$ cat src/rtl/spi_reg_bridge_if.sv
// FIFO-side bundle between the SPI slave's RX/TX FIFO pair and the register bridge.
// The bridge is the master because it issues pops and pushes. The FIFO side is the slave.
interface spi_reg_bridge_if #(
   parameter int WIDTH = 8
);
   logic [WIDTH-1:0] rx_data;
   logic             rx_empty;
   logic             rx_read_en;
   logic             tx_full;
   logic [WIDTH-1:0] tx_data;
   logic             tx_write_en;

   modport master (
      input  rx_data, rx_empty, tx_full,
      output rx_read_en, tx_data, tx_write_en
   );

   modport slave (
      output rx_data, rx_empty, tx_full,
      input  rx_read_en, tx_data, tx_write_en
   );
endinterface

$ cat src/rtl/spi_reg_bridge.sv
// Parses cmd/addr/data bytes from the SPI RX FIFO into a register file. It takes at least 4 clk per byte.
// Read data goes to the TX FIFO. A PUSH waits while tx_full, and the RX FIFO is not popped during PUSH.
module spi_reg_bridge #(
   parameter int               WIDTH         = 8,
   parameter int               ADDR_WIDTH    = 7,
   parameter int               NUM_REGS      = 16,
   parameter logic [WIDTH-1:0] RESET_VALUE   = '0,
   parameter logic [WIDTH-1:0] UNMAPPED_READ = '0
) (
   input  logic                      clk,
   input  logic                      rst_n,
   input  logic                      cs_n,
   spi_reg_bridge_if.master          fifo,
   output logic [NUM_REGS*WIDTH-1:0] reg_q,
   output logic                      reg_we,
   output logic [ADDR_WIDTH-1:0]     reg_waddr,
   output logic [WIDTH-1:0]          reg_wdata,
   output logic                      busy
);
   localparam int IDX_W = (NUM_REGS > 1) ? $clog2(NUM_REGS) : 1;
   localparam logic [ADDR_WIDTH:0] NUM_REGS_CMP = (ADDR_WIDTH + 1)'(NUM_REGS);

   typedef enum logic [2:0] {S_IDLE, S_POP, S_CAPTURE, S_EXEC, S_PUSH} state_t;
   typedef enum logic [1:0] {PH_CMD, PH_WDATA, PH_RCOUNT, PH_RDISCARD} phase_t;

   state_t              r_state, w_next;
   phase_t              r_phase;
   logic [ADDR_WIDTH-1:0] r_addr;
   logic [WIDTH-1:0]    r_cnt;
   logic [WIDTH-1:0]    r_byte;
   logic                r_end_pending;
   logic [1:0]          r_cs_sync;
   logic                r_cs_prev;
   logic [WIDTH-1:0]    r_regs [NUM_REGS];

   logic                w_mapped;
   logic [IDX_W-1:0]    w_idx;
   logic                w_push;
   logic                w_wr;
   logic                w_cs_rise;
   logic                w_frame_close;

   assign w_mapped      = ({1'b0, r_addr} < NUM_REGS_CMP);
   assign w_idx         = r_addr[IDX_W-1:0];
   assign w_push        = (r_state == S_PUSH) && !fifo.tx_full;
   assign w_wr          = (r_state == S_EXEC) && (r_phase == PH_WDATA) && w_mapped;
   assign w_cs_rise     = r_cs_sync[1] && !r_cs_prev;
   assign w_frame_close = (r_state == S_IDLE) && fifo.rx_empty && r_end_pending;
   assign fifo.tx_data  = w_mapped ? r_regs[w_idx] : UNMAPPED_READ;

   always_ff @(posedge clk or negedge rst_n) begin
      if (!rst_n) r_state <= S_IDLE;
      else        r_state <= w_next;
   end

   always_comb begin
      w_next           = r_state;
      fifo.rx_read_en  = 1'b0;
      fifo.tx_write_en = 1'b0;
      busy             = (r_state != S_IDLE);
      case (r_state)
         S_IDLE:    if (!fifo.rx_empty) w_next = S_POP;
         S_POP: begin
            fifo.rx_read_en = 1'b1;
            w_next          = S_CAPTURE;
         end
         S_CAPTURE: w_next = S_EXEC;
         S_EXEC:    w_next = (r_phase == PH_RCOUNT && r_byte != '0) ? S_PUSH : S_IDLE;
         S_PUSH: begin
            fifo.tx_write_en = w_push;
            if (w_push && r_cnt == WIDTH'(1)) w_next = S_IDLE;
         end
         default:   w_next = S_IDLE;
      endcase
   end

   always_ff @(posedge clk or negedge rst_n) begin
      if (!rst_n) begin
         r_phase       <= PH_CMD;
         r_addr        <= '0;
         r_cnt         <= '0;
         r_byte        <= '0;
         r_end_pending <= 1'b0;
         r_cs_sync     <= 2'b11;
         r_cs_prev     <= 1'b1;
         reg_we        <= 1'b0;
         reg_waddr     <= '0;
         reg_wdata     <= '0;
      end else begin
         reg_we    <= 1'b0;
         r_cs_sync <= {r_cs_sync[0], cs_n};
         r_cs_prev <= r_cs_sync[1];
         // A frame closes only once its queued bytes have drained and the machine is idle.
         if (w_cs_rise)          r_end_pending <= 1'b1;
         else if (w_frame_close) r_end_pending <= 1'b0;
         if (w_frame_close)      r_phase       <= PH_CMD;

         case (r_state)
            S_CAPTURE: r_byte <= fifo.rx_data;
            S_EXEC: begin
               case (r_phase)
                  PH_CMD: begin
                     r_addr  <= r_byte[ADDR_WIDTH-1:0];
                     r_phase <= r_byte[WIDTH-1] ? PH_RCOUNT : PH_WDATA;
                  end
                  PH_WDATA: begin
                     if (w_mapped) begin
                        reg_we    <= 1'b1;
                        reg_waddr <= r_addr;
                        reg_wdata <= r_byte;
                     end
                     r_addr <= r_addr + 1'b1;
                  end
                  PH_RCOUNT: begin
                     r_cnt   <= r_byte;
                     r_phase <= PH_RDISCARD;
                  end
                  default: ;
               endcase
            end
            S_PUSH: begin
               if (w_push) begin
                  r_addr <= r_addr + 1'b1;
                  r_cnt  <= r_cnt - 1'b1;
               end
            end
            default: ;
         endcase
      end
   end

   always_ff @(posedge clk or negedge rst_n) begin
      if (!rst_n) begin
         for (int i = 0; i < NUM_REGS; i++) r_regs[i] <= RESET_VALUE;
      end else if (w_wr) begin
         r_regs[w_idx] <= r_byte;
      end
   end

   for (genvar gi = 0; gi < NUM_REGS; gi++) begin : g_flat
      assign reg_q[gi*WIDTH +: WIDTH] = r_regs[gi];
   end
endmodule
$ cat src/flat_wrapper.sv
// flat-port wrapper written by rule: the top's interface ports become plain ports
module spi_reg_bridge_flat 
#(
   parameter int               WIDTH         = 8,
   parameter int               ADDR_WIDTH    = 7,
   parameter int               NUM_REGS      = 16,
   parameter logic [WIDTH-1:0] RESET_VALUE   = '0,
   parameter logic [WIDTH-1:0] UNMAPPED_READ = '0
)
  (clk, rst_n, cs_n, reg_q, reg_we, reg_waddr, reg_wdata, busy, fifo_rx_data, fifo_rx_empty, fifo_tx_full, fifo_rx_read_en, fifo_tx_data, fifo_tx_write_en);
  spi_reg_bridge_if #(.WIDTH(WIDTH)) fifo_i ();
  input  logic clk;
  input  logic rst_n;
  input  logic cs_n;
  output logic [NUM_REGS*WIDTH-1:0] reg_q;
  output logic reg_we;
  output logic [ADDR_WIDTH-1:0] reg_waddr;
  output logic [WIDTH-1:0] reg_wdata;
  output logic busy;
  input wire logic [$bits(fifo_i.rx_data)-1:0] fifo_rx_data;
  input wire logic [$bits(fifo_i.rx_empty)-1:0] fifo_rx_empty;
  input wire logic [$bits(fifo_i.tx_full)-1:0] fifo_tx_full;
  output wire logic [$bits(fifo_i.rx_read_en)-1:0] fifo_rx_read_en;
  output wire logic [$bits(fifo_i.tx_data)-1:0] fifo_tx_data;
  output wire logic [$bits(fifo_i.tx_write_en)-1:0] fifo_tx_write_en;
  assign fifo_i.rx_data = fifo_rx_data;
  assign fifo_i.rx_empty = fifo_rx_empty;
  assign fifo_i.tx_full = fifo_tx_full;
  assign fifo_rx_read_en = fifo_i.rx_read_en;
  assign fifo_tx_data = fifo_i.tx_data;
  assign fifo_tx_write_en = fifo_i.tx_write_en;
  spi_reg_bridge #(.WIDTH(WIDTH), .ADDR_WIDTH(ADDR_WIDTH), .NUM_REGS(NUM_REGS), .RESET_VALUE(RESET_VALUE), .UNMAPPED_READ(UNMAPPED_READ)) u_core (.clk(clk), .rst_n(rst_n), .cs_n(cs_n), .fifo(fifo_i), .reg_q(reg_q), .reg_we(reg_we), .reg_waddr(reg_waddr), .reg_wdata(reg_wdata), .busy(busy));
endmodule
$ cat config.mk
export PLATFORM = sky130hd
export DESIGN_NAME = spi_reg_bridge_flat
export DESIGN_NICKNAME = d
export VERILOG_FILES = /design/src/rtl/spi_reg_bridge_if.sv /design/src/rtl/spi_reg_bridge.sv /design/src/flat_wrapper.sv
export SDC_FILE = /design/constraint.sdc
export NUM_CORES = 1
export LEC_CHECK = 0
export CAP_MARGIN = 5
export CORE_MARGIN = 10
export CORE_UTILIZATION = 55
export CTS_CLUSTER_SIZE = 40
export DETAILED_ROUTE_END_ITERATION = 7
export GPL_ROUTABILITY_DRIVEN = 0
export PLACE_DENSITY_LB_ADDON = 0.1
export SLEW_MARGIN = 20
export SYNTH_ARGS = -nofsm -noshare
export SYNTH_HDL_FRONTEND = slang
export SYNTH_SLANG_ARGS = --single-unit
$ cat constraint.sdc
create_clock -name clk -period 3.1 [get_ports clk]
set_clock_uncertainty 0.05 [all_clocks]
set_input_delay 0.62 -clock clk [delete_from_list [all_inputs] [get_ports clk]]
set_output_delay 0.62 -clock clk [all_outputs]
set_load 0.05 [all_outputs]
==> results by stage, run 1 <==
Power:
- The share of total power dissipated in the clock network is 25.2%.
- The net switching power is 3.66 mW.
- The switching portion of total power is 40.6%.
- In this run, flip-flops and latches consume 38.0% of the power.
- Combinational cells account for 36.8% of the total power.
- In this run the static leakage power is 5.01 nW.
- For this design the ratio of total power to cell area is 819 nW/µm².
- The internal portion of the total power is 5.35 mW.
- IR analysis of the VDD net gives a maximum drop of 0.492 mV.

Yosys:
- The largest area contributor in the netlist is dfrtp_1.
- Sorting the synthesized cells by area gives the leading types as dfrtp_1 (51%), mux2_2 (17%), mux2i_1 (5.6%).
- When the netlist entered floorplanning its net count stood at 642.
- The count of warnings emitted by yosys is 0.
- After synthesis, the share of flip-flops with an asynchronous set or reset is 100%.
- The sequential area share after synthesis is 52.1%.
- The synthesized netlist occupies a cell area of 8470 µm².
- Summed over its instances, the top area cell type makes up 51.1% of the synthesized netlist area.
- Yosys mapped a number of flops with a built-in enable equal to 0.
- The dominant cell by count in the synthesized netlist is dfrtp_1.
- By count the netlist is led by dfrtp_1 (173), mux2_2 (125), mux2i_1 (47).
- In this run, distinct cell masters in the synthesized netlist total 54.
- The cell count after synthesis came out at 623.
- Averaged over all synthesized cells, the footprint is 13.6 µm².
- The number of flip-flops and latches in the synthesized netlist is 176.
- For this run, the leading register cell type out of synthesis is dfrtp_1.

Layout:
- The number of inserted diodes is 0.
- The area overhead of the layout relative to synthesis is 30.0%.
- The number of nets in the finished design is 792.
- In the final layout, the share of cells above drive strength 1 is 30.7%.
- After the flow finishes, the layout carries non-filler instances totaling 974.
- Fill cells in the final layout number 1011.

Timing:
- The period utilization is 97.3%.
- The number of hold violations in the final report is 0.
- The fmax is 331 MHz.
- For the pin with the worst max-slew slack, the measured transition is 1.02 ns.
- The clock period minus final worst setup slack is 3.02 ns.
- Setup repair after global routing left no endpoint under its margin.
- Setup violations remaining at the end of the flow were counted as 0.
- The final setup TNS is 0 ns.
- The worst slew margin relative to its limit is 31.9%.
- The number of max-slew violations in the final report is 0.
- After layout, the worst setup slack is 0.0822 ns.

Floorplan:
- From left edge to right edge, the die measures 144 µm.
- The effective utilization at floorplan is 55.9%.
- The core region is 15100 µm².
- During I/O placement, the number of pins put on the boundary was 168.
- In this run the core area contains 45 standard-cell rows.
- The full die area is 20800 µm².
- From bottom edge to top edge, the die measures 144 µm.

Clocking:
- The H-tree was split into 4 levels.
- The number of sinks driven by the clock tree is 176.
- The root buffer selected by CTS is clkbuf_16.
- TritonCTS built the clock tree.
- Once the clock tree was built, the setup fixing pass inserted 0 buffers.
- The clock-pin slew on the worst setup and hold paths is 0.06 ns.
- The clock latency on the worst-skew pair is 0.43 ns.
- The number of hold buffers added after CTS was 0.
- TritonCTS created 17 clock buffers.
- The buffer levels on the longest clock path is 2.

Critical path:
- The maximum fanout encountered on the critical timing path is 10.
- Traced cell by cell, the critical path runs through buf_4 -> mux2i_1 -> a22o_1 -> o31ai_1 -> buf_12.
- The data arrival time of the critical path is 2.35 ns.
- For this design, the slowest cell found on the critical path is o31ai_1.
- The number of cells on the critical path is 5.
- The worst setup path is captured at a primary output.
- In this design, the largest share of critical-path delay is due to compound AO/OA/AOI/OAI gates.
- The critical path buffer and inverter count is 2.
- The delay of the slowest cell on the worst path is 0.52 ns.
- STA classifies the critical path startpoint as a flip-flop.
- For the worst setup path, the data required time is 2.43 ns.
- Measured in cells, the most critical reg-to-reg path has a length of 5.
- The setup path with the least slack is of type reg -> out.

Placement:
- Timing analysis after detailed placement gives a worst setup slack of 0.409 ns.
- The placed wire-length estimate after detailed placement is 17400 µm.
- The number of cells after detailed placement is 942.
- The count of buffers added on input and output ports is 167.

Min path:
- The tightest min-delay check is of the in -> async type.

GRT:
- The pin count of the biggest net entering global routing is 64.
- The total track usage is 24.1%.
- The initial antenna violation count is 0.
- The total congestion overflow after global routing is 0.
- The number of global-route vias before repair is 6365.
- The wire length of the first global-routing pass is 38000 µm.

Detailed routing:
- Once detail routing completed, the nets flagged for antenna violations numbered 0.
- The total number of vias is 6034.
- In the routed design, unresolved DRC markers number 0.
- After detailed routing, the total wire length is 24500 µm.
- The pre-antenna-repair detailed-routing pass consisted of 5 iterations.
- The number of DRC markers after the initial detailed-route iteration is 515.
- In the final routed layout, each cell accounts on average for 25.2 µm.
- The via-per-instance ratio is 6.20.

Job:
- The number of max-cap violations is 0.

Outcome:
- The flow ran to the end, and the final reports show no timing, DRC or antenna violations.
==> cells by family (layout without fill, tap and decap cells) <==
family                   count (synthesis)  count (layout)  synth area share, %
AND/OR/NAND/NOR                        103             103                 8.54
AO/OA/AOI/OAI                           77              77                 6.52
buffers and inverters                   55             218                 2.91
flip-flops                             176             176                 52.1
multiplexers                           206             206                 29.1
adder cells (fa/ha/maj)                  6               6                0.887
==> power groups by stage <==
stage	registers [mW]	logic (mW)	clock network [mW]
global placement	3.39	3.21	0
global route	3.48	3.53	2.40
floorplan	3.54	2.00	0
CTS	3.40	3.30	2.30
finish	3.42	3.32	2.27
detailed placement	3.44	3.28	0
==> layout make-up <==
| type | count | area [µm²] | area share (%) |
|---|---|---|---|
| multi-input cells | 392 | 3830 | 34.8 |
| flip-flops and latches | 176 | 4410 | 40.1 |
| well taps | 188 | 235 | 2.14 |
| repair buffers | 179 | 1880 | 17.1 |
| clock inverters | 10 | 159 | 1.44 |
| inverters | 7 | 26.3 | 0.239 |
| clock buffers | 22 | 464 | 4.22 |
==> sequential cells by signal, indices dropped and copies added, names as in the netlist <==
signal,cells
u_core.reg_q,128
u_core.r_byte,8
u_core.r_cnt,8
u_core.reg_wdata,8
u_core.r_addr,7
u_core.reg_waddr,7
u_core.r_state,3
u_core.r_cs_sync,2
u_core.r_phase,2
u_core.r_cs_prev,1
u_core.r_end_pending,1
u_core.reg_we,1
==> final timing paths <==
| check | start | slack [ns] | to |
|---|---|---|---|
| max | u_core.r_addr[1]$_DFFE_PN0P_ | 0.08 | fifo_tx_data[0] |
| min | rst_n | 0.09 | u_core.reg_q[79]$_DFFE_PN0P_ |
| max reg2reg | u_core.r_addr[5]$_DFFE_PN0P_ | 0.80 | u_core.reg_q[109]$_DFFE_PN0P_ |
| min reg2reg | u_core.r_cs_sync[0]$_DFF_PN1_ | 0.31 | u_core.r_cs_sync[1]$_DFF_PN1_ |
| max in group asynchronous | rst_n | 2.17 | u_core.r_cs_sync[1]$_DFF_PN1_ |
| min in group clk | u_core.r_cs_sync[0]$_DFF_PN1_ | 0.31 | u_core.r_cs_sync[1]$_DFF_PN1_ |
==> layer usage <==
metal | GRT usage (%) | share of wire, % | up-vias
li1 | - | - | 2591
met1 | 31.2 | 41 | 3139
met2 | 38.7 | 49 | 274
met3 | 7.22 | 8.7 | 30
met4 | 6.34 | 1.4 | 0
met5 | 0 | 0 | -
==> timing repair <==
item | CTS | global route
endpoints found under the hold margin | 0 | 0
pin swaps | 0 | 0
endpoints found under the setup margin | 2 | 8
resized for setup | 3 | 5
gates cloned | 0 | 0
==> layout by cell type, fill, tap and decap left out, types with 7 or more instances in the layout <==
cell / Yosys / layout
buf_4: 1 / 9
nor2_1: 27 / 26
a22o_1: 7 / 7
mux2i_1: 47 / 47
o31ai_1: 8 / 8
inv_1: 7 / 7
clkbuf_16: 0 / 17
a21oi_1: 9 / 9
o21ai_0: 11 / 11
a22oi_1: 17 / 17
nor2b_1: 9 / 7
mux2_2: 125 / 125
mux4_2: 10 / 10
dfrtp_1: 173 / 171
nand2_1: 10 / 10
nand3_4: 13 / 13
buf_12: 1 / 11
nand3_1: 10 / 10
mux2_4: 24 / 24
nor3_1: 8 / 8
clkdlybuf4s50_1: 0 / 157
==> metrics by stage <==
stage | utilization [%] | hold slack (ns) | power, mW | instance area [µm²]
floorplan | - | 0.274 | 5.54 | 8470
global placement | 68.4 | 0.298 | 6.59 | 10400
detailed placement | 68.4 | 0.303 | 6.72 | 10400
CTS | 72.6 | 0.0918 | 9.00 | 11000
global route | 72.7 | 0.112 | 9.42 | 11000
finish | 72.7 | 0.0853 | 9.02 | 11000
No activity file was read; power rests on OpenSTA's default activity.
==> inputs of run 2 (changes only) <==
CORE_ASPECT_RATIO = 0.9   (was default)
HOLD_SLACK_MARGIN = 0.08   (was default)
==> run 2 against run 1 <==
  * Largest cell class unchanged
  * Utilization grew 1.4 points
  * Total power shrank 0.77%
  * Sequential share of layout area decreased by 0.16 points
  * Critical path depth unchanged
==> results by stage, run 2 (synthesis results as in run 1) <==
Outcome:
- The flow ran to the end, and the final reports show no timing, DRC or antenna violations.

Power:
- The sequential group share of total power came to 38.9% (+0.9 points).
- The cell area power density is 810 nW/µm² (-1.2%).
- The leakage power came to 5.02 nW (+0.17%).
- The switching portion of total power is 40.9% (+0.30 points).
- The maximum resistive drop on vdd was 0.635 mV (+29%).
- The internal portion of total power came to 5.29 mW (-1.3%).
- The combinational share of power was 36.1% (-0.7 points).
- The power consumption was 8.95 mW (-0.77%).
- The net switching power was 3.66 mW (about the same).
- The proportion of power drawn by the clock network was 25.0% (-0.2 points).

Timing:
- The number of max-slew violations in the final report came to 0 (unchanged).
- The fmax is 328 MHz (-0.94%).
- The clock period minus final worst setup slack is 3.05 ns (+0.0286 ns).
- The worst slew margin relative to its limit was 37.8% (+5.9 points).
- The period utilization is 98.3% (+0.92 points).
- Setup repair after global routing left no endpoint under its margin.
- The number of hold violations in the final report was 0 (unchanged).
- The final setup TNS came to 0 ns (unchanged).
- The final number of setup-violating endpoints is 0 (unchanged).
- The slew at the pin with the worst max-slew slack was 0.933 ns (-0.0887 ns).

Layout:
- The number of nets in the finished design was 796 (+0.51%).
- In the layout the commonest cells are dfrtp_1 (172), clkdlybuf4s50_1 (157), mux2_2 (125).
- The number of fillers in the final layout is 989 (-2.2%).
- The area of combinational cells with multiple inputs is 3830 µm² (about the same).
- The fraction of final layout cells sized beyond drive strength 1 is 30.9% (+0.22 points).
- The number of inserted diodes came to 0 (unchanged).
- The area overhead of the layout relative to synthesis is 30.5%.
- The sequential cell area is 4410 µm² (about the same).
- The library cell used most frequently in the layout, excluding fill and tap cells, is dfrtp_1.
- The number of flip-flops in the largest register is 128 (unchanged).
- The number of standard cells in the layout, taps in and fillers out is 988 (+1.4%).

GRT:
- The total congestion overflow after global routing is 0 (unchanged).
- The wire length of the first global-routing pass is 36900 µm (-2.7%).
- The initial antenna violation count is 0 (unchanged).
- The number of global-route vias before repair is 6333 (-0.50%).
- The pin count of the biggest net entering global routing is 74 (+16%).
- The total track usage is 23.3% (-0.78 points).

Detailed routing:
- The total length of routed wires is 24200 µm (-1.2%).
- The remaining antenna violation count after routing is 0 (unchanged).
- The via-per-instance ratio is 6.04 (-2.6%).
- The total number of vias is 5964 (-1.2%).
- The DRC violation count after routing is 0 (unchanged).
- The number of DRC markers after the initial detailed-route iteration is 460 (-11%).
- The final routed wire length divided by cell count is 24.5 µm (-2.6%).
- The number of detailed-routing iterations run before antenna repair is 6 (+1).

Clocking:
- The root buffer selected by CTS is clkbuf_16.
- The clock latency on the worst-skew pair was 0.44 ns (about the same).
- The number of sinks driven by the clock tree was 176 (unchanged).
- The buffer levels on the longest clock path is 2 (unchanged).
- The hold-fix buffer count after cts is 0 (unchanged).
- The clock-pin slew on the worst setup and hold paths came to 0.07 ns (about the same).
- The H-tree depth was 4 (unchanged).
- The number of CTS-inserted buffers is 17 (unchanged).
- TritonCTS built the clock tree.

Min path:
- In this run the worst hold path is classified as in -> async.

Floorplan:
- The width of the die is 151 µm (+4.7%).
- The row count is 42 (-6.7%).
- The vertical extent of the die is 138 µm (-4.4%).
- The effective utilization at floorplan was 56.7% (+0.83 points).
- The number of I/O pins is 168 (unchanged).
- The full die area came to 20800 µm² (about the same).
- The core box area came to 14900 µm² (-1.5%).

Critical path:
- The type of the worst setup path is reg -> out.
- The maximum fanout encountered on the critical timing path is 15 (+5).
- The category of the worst setup path capture point is a primary output.
- The data required time at the worst endpoint was 2.43 ns (about the same).
- The type of element launching the critical path is a flip-flop.
- The data arrival time of the critical path was 2.38 ns (+0.03 ns).

Placement:
- The placed wire-length estimate after detailed placement is 16900 µm (-3.2%).
- The count of buffers inserted at the top-level ports is 167 (unchanged).
- The number of cells after detailed placement came to 956 (+1.5%).

Job:
- The number of max-cap violations came to 0 (unchanged).
[run 2: changes by cell type in the layout (fill, tap and decap cells not counted), moves of 2 or more]
cell / delta
buf_4: +4
clkinv_2: -2
clkinvlp_4: +2
dfrtp_2: -2
nor2b_1: +2
nor2b_2: -2
o31ai_1: -2
o31ai_2: +2
[run 2: layout make-up]
class | count | share of cell area [%]
clock buffer | 21 | 4.17
clock inverter | 11 | 1.39
inverter | 7 | 0.238
multi-input combinational | 392 | 34.7
sequential | 176 | 39.9
tap | 198 | 2.24
timing repair buffer | 183 | 17.4
[run 2: through the flow]
step / utilization (%) / hold slack [ns] / setup WS, ns / instance area, µm²
CTS: 74.0 / 0.181 / 0.0102 / 11000
global placement: 69.8 / 0.297 / 0.514 / 10400
floorplan: - / 0.274 / 0.00365 / 8470
detailed placement: 69.8 / 0.297 / 0.478 / 10400
global route: 74.1 / 0.178 / 0.00113 / 11100
finish: 74.1 / 0.148 / 0.0536 / 11100
[run 2: final timing paths]
| path | startpoint | end | slack (ns) | cells past startpoint |
|---|---|---|---|---|
| setup / recovery | u_core.r_addr[1]$_DFFE_PN0P_ | fifo_tx_data[3] | 0.05 | 5 |
| hold / removal | rst_n | u_core.reg_q[84]$_DFFE_PN0P_ | 0.15 | 1 |
| setup reg to reg | u_core.r_addr[5]$_DFFE_PN0P_ | u_core.reg_q[57]$_DFFE_PN0P_ | 0.72 | 5 |
| hold reg to reg | u_core.r_cs_sync[0]$_DFF_PN1_ | u_core.r_cs_sync[1]$_DFF_PN1_ | 0.31 | 0 |
| max in group asynchronous | rst_n | u_core.reg_q[114]$_DFFE_PN0P_ | 2.08 | 2 |
| min in group clk | u_core.r_cs_sync[0]$_DFF_PN1_ | u_core.r_cs_sync[1]$_DFF_PN1_ | 0.31 | 0 |
[run 2: repair_timing]
| item | 4_1_cts | 5_1_grt |
|---|---|---|
| setup buffers | 0 | 0 |
| resized for setup | 1 | 5 |
| setup endpoints to repair | 1 | 7 |
[run 2: power groups by stage]
stage | Sequential [mW] | Clock, mW | Combinational [mW]
after floorplan | 3.54 | 0 | 2.00
after global placement | 3.44 | 0 | 3.13
after detailed placement | 3.48 | 0 | 3.20
after CTS | 3.45 | 2.25 | 3.22
after global routing | 3.53 | 2.36 | 3.42
final | 3.48 | 2.24 | 3.23
[run 2: routing by layer]
metal	track usage, %	vias to the layer above	part of all wire [%]
li1	-	2611	-
met1	29.4	3009	41
met2	37.1	303	48
met3	7.67	41	9.2
met4	7.96	0	2.3
met5	0	-	0
[run 2: worst max-delay path: stages (launching register included)]
cell and delay [ns]:
dfrtp_4 0.60, buf_4 0.22, mux2i_1 0.13, a22o_1 0.23, o31ai_1 0.54, buf_12 0.22
==> inputs of run 3 (changes only) <==
CORE_MARGIN = 3   (was 10)
GPL_TIMING_DRIVEN = 0   (was default)
SLEW_MARGIN = 10   (was 20)
==> run 3 against run 2 <==
  * Fmax up 0.99%
  * Critical endpoint is now fifo_tx_data[4]
  * Sequential power is 14% lower
  * Final area is essentially flat
  * Combinational power rose by 21%
  * Total power rose by 1.5%
  * Highest routed layer unchanged
==> results by stage, run 3 (synthesis results as in run 1) <==
GRT:
- The wire length of the first global-routing pass is 36500 µm (-1.2%).
- The number of global-route vias before repair is 6389 (+0.88%).
- The initial antenna violation count is 0 (unchanged).
- The total congestion overflow after global routing is 0 (unchanged).
- The total track usage is 29.0% (+5.6 points).
- The pin count of the biggest net entering global routing came to 99 (+34%).

Clocking:
- The clock-pin slew on the worst setup and hold paths came to 0.07 ns (about the same).
- The clock latency on the worst-skew pair was 0.42 ns (-0.02 ns).
- The buffer levels on the longest clock path was 2 (unchanged).
- TritonCTS built the clock tree.
- The number of sinks driven by the clock tree is 176 (unchanged).
- The H-tree depth is 4 (unchanged).
- The hold-fix buffer count after cts was 0 (unchanged).
- The number of CTS-inserted buffers is 17 (unchanged).
- The root buffer selected by CTS is clkbuf_16.

Layout:
- The fraction of final layout cells sized beyond drive strength 1 came to 30.3% (-0.56 points).
- The number of flip-flops in the largest register is 128 (unchanged).
- The top cell types in the final layout, fill and taps aside, are dfrtp_1 (173), clkdlybuf4s50_1 (157), mux2_2 (125).
- The number of standard cells in the layout, taps in and fillers out is 1019 (+3.1%).
- The core utilization of the finished layout came to 74.3% (+0.23 points).
- The number of inserted diodes is 0 (unchanged).
- The area overhead of the layout relative to synthesis came to 30.5% (about the same).
- The commonest non-fill, non-tap cell in the layout is dfrtp_1.
- The number of fillers in the final layout was 974 (-1.5%).
- The number of nets in the finished design is 827 (+3.9%).

Power:
- The internal portion of total power is 5.28 mW (about the same).
- The leakage power came to 5.05 nW (+0.64%).
- The maximum resistive drop on vdd was 0.561 mV (-12%).
- The proportion of power drawn by the clock network is 24.1% (-0.9 points).
- The cell area power density is 822 nW/µm² (+1.5%).
- The net switching power is 3.80 mW (+3.7%).
- The sequential group share of total power is 33.0% (-5.9 points).
- The combinational share of power came to 42.9% (+6.8 points).
- The switching portion of total power is 41.8% (+0.90 points).

Critical path:
- The worst setup path is launched from a flip-flop.
- The cell that appears most often on the critical path is buf_6.
- Traced cell by cell, the critical path runs through buf_6 -> buf_6 -> mux2i_1 -> a22oi_1 -> nand3_1 -> o31ai_1 -> buf_4.
- The delay of the slowest cell on the worst path is 0.48 ns (-0.12 ns).
- The category of the worst setup path capture point is a primary output.
- The critical path in this run is classified as reg -> out.
- The slack of the worst reg-to-reg path is 0.82 ns (+0.10 ns).
- The maximum fanout encountered on the critical timing path came to 10 (-5).
- The data required time at the worst endpoint is 2.43 ns (about the same).
- The data arrival time of the critical path is 2.35 ns (-0.03 ns).
- The critical-path cell with the highest stage delay is dfrtp_1.

Min path:
- The min-delay analysis places its worst path in the category in -> async.

Detailed routing:
- The remaining antenna violation count after routing is 0 (unchanged).
- The final routed wire length divided by cell count is 23.4 µm (-4.6%).
- The number of DRC markers after the initial detailed-route iteration is 401 (-13%).
- The DRC violation count after routing was 0 (unchanged).
- The via-per-instance ratio is 6.04 (about the same).
- The number of detailed-routing iterations run before antenna repair is 7 (+1).
- The total length of routed wires was 23800 µm (-1.6%).
- The total number of vias came to 6157 (+3.2%).

Placement:
- The count of buffers inserted at the top-level ports was 167 (unchanged).
- The number of cells after detailed placement came to 989 (+3.5%).
- The placed wire-length estimate after detailed placement is 17100 µm (+1.5%).

Timing:
- Setup repair after global routing left no endpoint under its margin.
- The period utilization is 97.3% (-0.97 points).
- The number of hold violations in the final report came to 0 (unchanged).
- The worst slew margin relative to its limit is 34.3% (-3.5 points).
- The fmax came to 332 MHz (+0.99%).
- The slew at the pin with the worst max-slew slack is 0.983 ns (+0.0497 ns).
- The final number of setup-violating endpoints was 0 (unchanged).
- The clock period minus final worst setup slack is 3.02 ns (-0.0299 ns).
- The number of max-slew violations in the final report is 0 (unchanged).

Floorplan:
- The width of the die is 137 µm (-9.3%).
- The effective utilization at floorplan is 56.9% (+0.20 points).
- The core box area is 14900 µm² (-0.35%).
- The row count is 42 (unchanged).
- The vertical extent of the die was 124 µm (-10%).
- The full die area is 16900 µm² (-19%).
- The number of I/O pins is 168 (unchanged).

Job:
- The number of max-cap violations is 0 (unchanged).

Outcome:
- The flow ran to the end, and the final reports show no timing, DRC or antenna violations.
run 3: metal layers:
layer | vias to the layer above | track usage [%] | wire [µm]
li1 | 2672 | - | -
met1 | 3115 | 39.5 | 9880
met2 | 325 | 45.7 | 11200
met3 | 45 | 7.67 | 2190
met4 | 0 | 9.48 | 538
met5 | - | 0 | 0
run 3: worst paths after layout:
path	from	endpoint	cells past startpoint
setup / recovery	u_core.r_addr[1]$_DFFE_PN0P_	fifo_tx_data[4]	7
hold / removal	rst_n	u_core.reg_q[68]$_DFFE_PN0P_	1
setup reg to reg	u_core.r_addr[5]$_DFFE_PN0P_	u_core.reg_q[87]$_DFFE_PN0P_	5
hold reg to reg	u_core.r_cs_sync[0]$_DFF_PN1_	u_core.r_cs_sync[1]$_DFF_PN1_	0
max in group asynchronous	rst_n	u_core.reg_waddr[0]$_DFFE_PN0P_	2
min in group clk	u_core.r_cs_sync[0]$_DFF_PN1_	u_core.r_cs_sync[1]$_DFF_PN1_	0
run 3: metrics by stage:
stage | TNS [ns] | setup slack [ns] | instance area (µm²) | hold slack [ns] | power, mW
floorplan | 0 | 0.00365 | 8470 | 0.274 | 5.54
global placement | -969.35 | -5.54 | 10400 | 0.297 | 6.70
detailed placement | -4.89 | -0.680 | 10400 | 0.304 | 6.81
CTS | 0 | 0.0165 | 11000 | 0.149 | 9.05
global route | 0 | 0.00690 | 11000 | 0.156 | 9.46
finish | 0 | 0.0836 | 11000 | 0.118 | 9.08
run 3: power groups by stage:
stage          sequential, mW  clock, mW  combinational (mW)
2_1_floorplan            3.54          0                2.00
6_report                 2.99       2.19                3.90
4_1_cts                  2.97       2.20                3.88
3_5_place_dp             3.01          0                3.80
3_3_place_gp             2.99          0                3.71
5_1_grt                  3.04       2.29                4.13
run 3: final cells by class:
| type | instances | area [µm²] | area share (%) |
|---|---|---|---|
| flip-flops and latches | 176 | 4410 | 39.9 |
| multi-input cells | 392 | 3830 | 34.7 |
| repair buffers | 168 | 1680 | 15.2 |
| clock buffers | 22 | 474 | 4.29 |
| plain buffers | 46 | 253 | 2.29 |
| well taps | 198 | 248 | 2.24 |
| clock inverters | 10 | 126 | 1.14 |
| inverters | 7 | 26.3 | 0.238 |
run 3: what timing repair did:
action | 4_1_cts | 5_1_grt
buffers inserted | 0 | 0
pin swaps | 0 | 0
resized for setup | 79 | 9
cloned | 0 | 0
endpoints found under the setup margin | 9 | 8
run 3: critical path, delay by kind of cell, from the launching register on:
| family | cells | cell delay (ns) |
|---|---|---|
| buf+inv | 3 | 0.70 |
| flops | 1 | 0.48 |
| compound gates | 2 | 0.41 |
| simple gates | 1 | 0.20 |
| mux | 1 | 0.13 |
